<file path="src/rtl/tlc_pkg.sv">
// Shared types and helpers for the traffic light controller.
// TLC_FLASH_EN adds the FLASH phase (code 7).
package tlc_pkg;

    localparam int unsigned PHASE_W = 3;
    localparam int unsigned CNT_W   = 8;
    localparam int unsigned LAMP_W  = 3;

    // Lamp encoding {red,yellow,green}
    localparam logic [LAMP_W-1:0] LAMP_RED = 3'b100;
    localparam logic [LAMP_W-1:0] LAMP_YEL = 3'b010;
    localparam logic [LAMP_W-1:0] LAMP_GRN = 3'b001;
    localparam logic [LAMP_W-1:0] LAMP_OFF = 3'b000;

    typedef enum logic [PHASE_W-1:0] {
        AR_NS = 3'd0,
        NS_G  = 3'd1,
        NS_Y  = 3'd2,
        AR_EW = 3'd3,
        EW_G  = 3'd4,
        EW_Y  = 3'd5,
        PED   = 3'd6
`ifdef TLC_FLASH_EN
        , FLASH = 3'd7
`endif
    } phase_e;

    // Dwell in ticks for each timed phase; untimed codes return 0.
    function automatic logic [CNT_W-1:0] dur_of(
        input phase_e           p,
        input logic [CNT_W-1:0] green,
        input logic [CNT_W-1:0] yellow,
        input logic [CNT_W-1:0] all_red,
        input logic [CNT_W-1:0] ped
    );
        case (p)
            AR_NS, AR_EW: return all_red;
            NS_G, EW_G:   return green;
            NS_Y, EW_Y:   return yellow;
            PED:          return ped;
            default:      return CNT_W'(0);
        endcase
    endfunction

    // Successor in the fixed rotation; walk is inserted after EW yellow.
    function automatic phase_e next_of(input phase_e p, input logic pend);
        case (p)
            AR_NS:   return NS_G;
            NS_G:    return NS_Y;
            NS_Y:    return AR_EW;
            AR_EW:   return EW_G;
            EW_G:    return EW_Y;
            EW_Y:    return pend ? PED : AR_NS;
            default: return AR_NS;
        endcase
    endfunction

endpackage

</file>
<file path="src/rtl/traffic_light_ctrl.sv">
// NS/EW intersection phase sequencer with latched pedestrian walk phase.
// Define TLC_FLASH_EN to add flash_req and the blinking FLASH phase.
module traffic_light_ctrl
    import tlc_pkg::*;
#(
    parameter int unsigned GREEN_TICKS   = 8,
    parameter int unsigned YELLOW_TICKS  = 3,
    parameter int unsigned ALL_RED_TICKS = 2,
    parameter int unsigned PED_TICKS     = 5
) (
    input  logic              clk,
    input  logic              rstb,
    input  logic              tick,
    input  logic              enable,
    input  logic              ped_req,
`ifdef TLC_FLASH_EN
    input  logic              flash_req,
`endif
    output logic [LAMP_W-1:0] ns_light,
    output logic [LAMP_W-1:0] ew_light,
    output logic              ped_walk,
    output logic              ped_pending,
    output logic [PHASE_W-1:0] phase,
    output logic              phase_start
);

    localparam logic [CNT_W-1:0] G_DUR  = CNT_W'(GREEN_TICKS);
    localparam logic [CNT_W-1:0] Y_DUR  = CNT_W'(YELLOW_TICKS);
    localparam logic [CNT_W-1:0] AR_DUR = CNT_W'(ALL_RED_TICKS);
    localparam logic [CNT_W-1:0] P_DUR  = CNT_W'(PED_TICKS);

    phase_e           state, state_nxt;
    logic [CNT_W-1:0] cnt, cnt_nxt;
    logic [CNT_W-1:0] dur;
    logic             pend_nxt;
    logic             start_nxt;
`ifdef TLC_FLASH_EN
    logic             blink, blink_nxt;
`endif

    always_ff @(posedge clk or negedge rstb) begin
        if (!rstb) begin
            state       <= AR_NS;
            cnt         <= '0;
            ped_pending <= 1'b0;
            phase_start <= 1'b0;
        end else begin
            state       <= state_nxt;
            cnt         <= cnt_nxt;
            ped_pending <= pend_nxt;
            phase_start <= start_nxt;
        end
    end

`ifdef TLC_FLASH_EN
    always_ff @(posedge clk or negedge rstb) begin
        if (!rstb) begin
            blink <= 1'b0;
        end else begin
            blink <= blink_nxt;
        end
    end
`endif

    // Next phase, dwell counter and request latch; priority: enable, flash, tick.
    always_comb begin
        state_nxt = state;
        cnt_nxt   = cnt;
        pend_nxt  = ped_pending | ped_req;
        start_nxt = 1'b0;
        dur       = dur_of(state, G_DUR, Y_DUR, AR_DUR, P_DUR);
`ifdef TLC_FLASH_EN
        blink_nxt = 1'b0;
`endif
        if (!enable) begin
            state_nxt = AR_NS;
            cnt_nxt   = '0;
        end
`ifdef TLC_FLASH_EN
        else if (flash_req) begin
            state_nxt = FLASH;
            cnt_nxt   = '0;
            start_nxt = (state != FLASH);
            blink_nxt = (state == FLASH) ? (blink ^ tick) : 1'b1;
        end else if (state == FLASH) begin
            state_nxt = AR_NS;
            cnt_nxt   = '0;
            start_nxt = 1'b1;
        end
`else
        else if (3'(state) == 3'd7) begin
            state_nxt = AR_NS;
            cnt_nxt   = '0;
        end
`endif
        else if (tick) begin
            if (cnt == dur - CNT_W'(1)) begin
                state_nxt = next_of(state, ped_pending);
                cnt_nxt   = '0;
                start_nxt = 1'b1;
                if (state_nxt == PED) begin
                    pend_nxt = 1'b0;
                end
            end else begin
                cnt_nxt = cnt + CNT_W'(1);
            end
        end
    end

    // Moore lamp decode straight from the phase register.
    always_comb begin
        ns_light = LAMP_RED;
        ew_light = LAMP_RED;
        ped_walk = 1'b0;
        case (state)
            NS_G:  ns_light = LAMP_GRN;
            NS_Y:  ns_light = LAMP_YEL;
            EW_G:  ew_light = LAMP_GRN;
            EW_Y:  ew_light = LAMP_YEL;
            PED:   ped_walk = 1'b1;
`ifdef TLC_FLASH_EN
            FLASH: begin
                ns_light = blink ? LAMP_YEL : LAMP_OFF;
                ew_light = blink ? LAMP_RED : LAMP_OFF;
            end
`endif
            default: begin
                ns_light = LAMP_RED;
                ew_light = LAMP_RED;
            end
        endcase
    end

    assign phase = state;

endmodule

</file>
<file path="config.mk">
export PLATFORM = sky130hd
export DESIGN_NAME = traffic_light_ctrl
export DESIGN_NICKNAME = d
export VERILOG_FILES = /design/src/rtl/tlc_pkg.sv /design/src/rtl/traffic_light_ctrl.sv
export SDC_FILE = /design/constraint.sdc
export NUM_CORES = 1
export LEC_CHECK = 0
export ABC_AREA = 1
export CORE_MARGIN = 5
export CORE_UTILIZATION = 25
export CTS_CLUSTER_SIZE = 24
export DETAILED_ROUTE_END_ITERATION = 12
export PLACE_DENSITY = 0.48
export SLEW_MARGIN = 30
export SYNTH_ARGS = -nofsm -noshare
export SYNTH_HDL_FRONTEND = slang
export SYNTH_SLANG_ARGS = --single-unit
</file>
<file path="constraint.sdc">
create_clock -name clk -period 6.2 [get_ports clk]
set_input_delay 1.55 -clock clk [delete_from_list [all_inputs] [get_ports clk]]
set_output_delay 1.55 -clock clk [all_outputs]
set_load 0.005 [all_outputs]
</file>
Word level (Yosys, flattened, before mapping) --
Cells that the tools add are included.
Operators by class: add/sub/neg operators 2, reduce and logical (&&, ||, !) cells 5, muxes and demuxes 27, bitwise logic cells 1, equal/unequal tests 11
Operators with widths (count):
- 8-bit two-way mux | 4
- 3-bit two-way mux | 9
- 3-bit one-hot mux with 6 select lines | 1
- 4-bit one-hot mux with 4 select lines | 1
- 3-bit equality test, second input constant | 5
- 3-bit one-hot mux with 2 select lines | 2
- 1-bit two-way mux | 10
- 8-bit by 1-bit adder with 8-bit output, second input constant | 1
- 8-bit equality test | 1
- 8-bit by 1-bit subtractor with 8-bit output, second input constant | 1
- 3-bit by 2-bit equality test with 1-bit output, second input constant | 2
- 2-bit OR reduction | 3
- 3-bit by 1-bit equality test with 1-bit output, second input constant | 1
- 3-bit zero test | 1
- 3-bit by 1-bit inequality test with 1-bit output, second input constant | 1
- 3-bit by 2-bit inequality test with 1-bit output, second input constant | 1
- 2-bit AND reduction | 1
- 1-bit bitwise OR | 1
Storage, ports and cells: output and inout bits 12, register bits 13

Longest topological paths before layout --
depth in word-level cells 15, depth in mapped cells 17, depth with buffers taken out 16

Worst setup path after synthesis --
Ideal clock, no wire load.
path type register -> output, start register state[0] (netlist: phase[0]), end output ns_light[2], setup slack 3711 ps, arrival time 939 ps, cell stages (with the launch flop) 6, path buffers 1, cells stage by stage dfrtp_1 buf_6 inv_2 nand2_2 o21ai_0 inv_1
On the way: cells in the longest elaborated chain, start to end 2, elaborated cells between the ends (all ways) 3
Ends and longest elaborated chain:
- from (decl) | RTL line traffic_light_ctrl.sv:32 | phase_e state, state_nxt;
- from (signal assigned) | RTL line traffic_light_ctrl.sv:48 | state <= state_nxt;
- 3-bit by 2-bit equality test with 1-bit output / 3-bit by 1-bit equality test with 1-bit output (equally long branches) | RTL line traffic_light_ctrl.sv:115 | case (state)
- 3-bit one-hot mux with 2 select lines * | RTL line traffic_light_ctrl.sv:115
- to (decl) | RTL line traffic_light_ctrl.sv:19 | output logic [LAMP_W-1:0] ns_light,
Mark *: on every way between the ends. The rest lies on a longest branch, timed or not.

Worst setup path in the final report --
start register state[2] (netlist: phase[2]), end output ns_light[2]
The elaborated chain is that of the path after synthesis.

==> out/metrics.cfg <==
[sta]
max_slew_margin=0.565
period_share=0.549
min_period_ps=3410
fmax_mhz=294
drv_slew=0
holdWs_ps=557
hold_viol_final=0
final.setup.worst_slack_ps=2790
worst_pin_slew_ps=650
final.setup.tns_ps=0
grt_setup_unrepaired=no
setup_viol_count_final=0
finalClockSkew_ps=1.69

[logic_synthesis]
ys_warn_count=0
async_flop_share=1.00
synth_area_leaders=dfrtp_1 (29%), nand2_1 (8.4%), inv_1 (8.0%)
synthFlopType=dfrtp_1
seq_area_frac_synth=0.290
synth_most_common_cell=nand2_1
synth_area_per_cell_um2=7.34
synth_top_area_share=0.290
synth.cells.most_frequent=nand2_1 (25), inv_1 (24), nor2_1 (16), dfrtp_1 (13), nand3_1 (12)
synth_cells=153
synth_largest_area_cell=dfrtp_1
synth_edf_count=0
syn_nets=161
syn-cell-area_um2=1120
synthDistinctLibCells=26
synth-seq-cells=13

[setup_path]
crit_required_ps=4650
r2r_end=cnt[5]$_DFFE_PN0P_
cp-endpoint=ns_light[2]
worstRegToRegCells=12
path_class=reg -> out
arrival_ps=1860
slowest_delay_ps=660
r2r_slack_ps=3710
end_kind=output pin
rr_startpoint=phase[1]$_DFFE_PN0P_
cp-startpoint=phase[2]$_DFFE_PN0P_
start_kind=register
critPathMostFrequentCell=inv_1
crit_slowest_cell=dfrtp_1
crit_chain=inv_1 -> nand3_1 -> o21ai_0 -> inv_1 -> clkdlybuf4s50_1
path_max_fanout=14

[floorplanning]
dieArea_um2=5930
initial_utilization=0.258
die_h_um=77
coreArea_um2=4350
die_w_um=77
num_rows=24
ios=17

[place]
gp_congestion=0.763
dp_slack_ps=3050
io_buffers=16
placed_cells=218
dp_hpwl_um=1980
placed_cell_area_um2=1310

[outcome]
status=completed

[clocking]
ctsHoldBuffers=0
cts_buffers=3
cts_setup_buffers=0
cts.htree.levels=1
clk_pin_slew_ps=60
clk_latency_ps=240
clockBufferDepth=2
cts.sinks=13
root_buffer=clkbuf_8
cts_tree=yes
cts_repair_resize_count=0

[cells_and_area]
fin_cells=222
fin_util=0.312
final_area_um2=1360
num_antenna_cells=0
area_growth_syn_to_layout_pct=21.1
final_layout_size_suffix_gt1_frac=0.218
nets=179

[power]
pwr_density_cell_nw_per_um2=307
ir_drop_v=0.000167
total_power_uw=417
p_leak_nw=0.641

[route]
routedWlPerCell_um=11.0
vias=955
drt_iter0_drc=25
drc=0
first_pass_iters=4
ant_nets=0
routed_wl_um=2450
viasPerCell=4.30

[grt]
grt_max_degree=15
grt_pass1_wl_um=4430
grt_pass1_vias=944
grt_usage=0.0914
antenna_found_initial=0
grt_overflow=0

[run]
cap_violations=0

[hold_path]
hp-class=reg -> reg

logic make-up (layout without fill, tap and decap cells):
logic type	Yosys count	count (layout)	share of synthesized area
fa+ha+maj	3	3	0.0334
compound gates	10	10	0.0490
flops	13	13	0.290
buf+inv	33	50	0.130
simple gates	90	90	0.466
xor+xnor	4	4	0.0312
report_power, final:
group,internal (mW),switching [mW]
logic,0.0913,0.127
registers,0.0963,0.0259
clock network,0.0454,0.0317
per-layer routing:
layer	share of wire	vias to the layer above	GRT usage	routed length, um
met5	0	-	0	0
met4	0.016	0	0.0361	38
met3	0.014	2	0.0141	35
met2	0.46	13	0.137	1130
met1	0.51	429	0.131	1250
li1	-	511	-	-
area by class of cell:
class / count / area [um2]
Sequential cell: 13 / 325
Timing Repair Buffer: 16 / 160
Multi-Input combinational cell: 107 / 651
Tap cell: 52 / 65.1
Fill cell: 455 / 3000
Inverter: 30 / 113
Clock buffer: 4 / 45.0
worst min-delay path by stage:
stage / cells past startpoint / to / slack, ps / startpoint
after CTS: 2 / ped_pending$_DFF_PN0_ / 560 / ped_pending$_DFF_PN0_
final: 2 / ped_pending$_DFF_PN0_ / 560 / ped_pending$_DFF_PN0_
after floorplan: 2 / ped_pending$_DFF_PN0_ / 540 / ped_pending$_DFF_PN0_
after global placement: 2 / ped_pending$_DFF_PN0_ / 550 / ped_pending$_DFF_PN0_
after detailed placement: 2 / ped_pending$_DFF_PN0_ / 540 / ped_pending$_DFF_PN0_
after global routing: 2 / ped_pending$_DFF_PN0_ / 660 / ped_pending$_DFF_PN0_
layout by cell type (no fill, tap or decap):
| master | instances |
|---|---|
| xor2_1 | 4 |
| nand2_2 | 8 |
| nand4_1 | 3 |
| nor2_2 | 8 |
| inv_2 | 6 |
| clkdlybuf4s50_1 | 16 |
| a21oi_1 | 3 |
| ha_1 | 3 |
| and2_1 | 1 |
| or2_0 | 1 |
| nand2_1 | 25 |
| nor3_1 | 3 |
| and3_1 | 1 |
| a211oi_1 | 1 |
| inv_1 | 24 |
| dfrtp_1 | 13 |
| o31ai_1 | 1 |
| o21ai_0 | 4 |
| nor2_4 | 1 |
| nor2_8 | 2 |
| nand3_1 | 12 |
| nor2_1 | 16 |
| clkbuf_1 | 1 |
| o21ai_1 | 1 |
| clkbuf_8 | 3 |
| nand3_2 | 5 |
| nand2_4 | 3 |
| nand4_4 | 1 |
critical path, delay by kind of cell, from the launching register on:
kind	cells	cell delay [ps]
DFF	1	660
and+or+nand+nor	1	140
AOI/OAI and AO/OA	1	130
buffers and inverters	3	680
registers in the layout, summed over array words and instances (netlist names):
register / flops
phase: 3
ped_pending: 1
phase_start: 1
cnt: 8
Note: power is estimated with default switching activity, not from simulation.
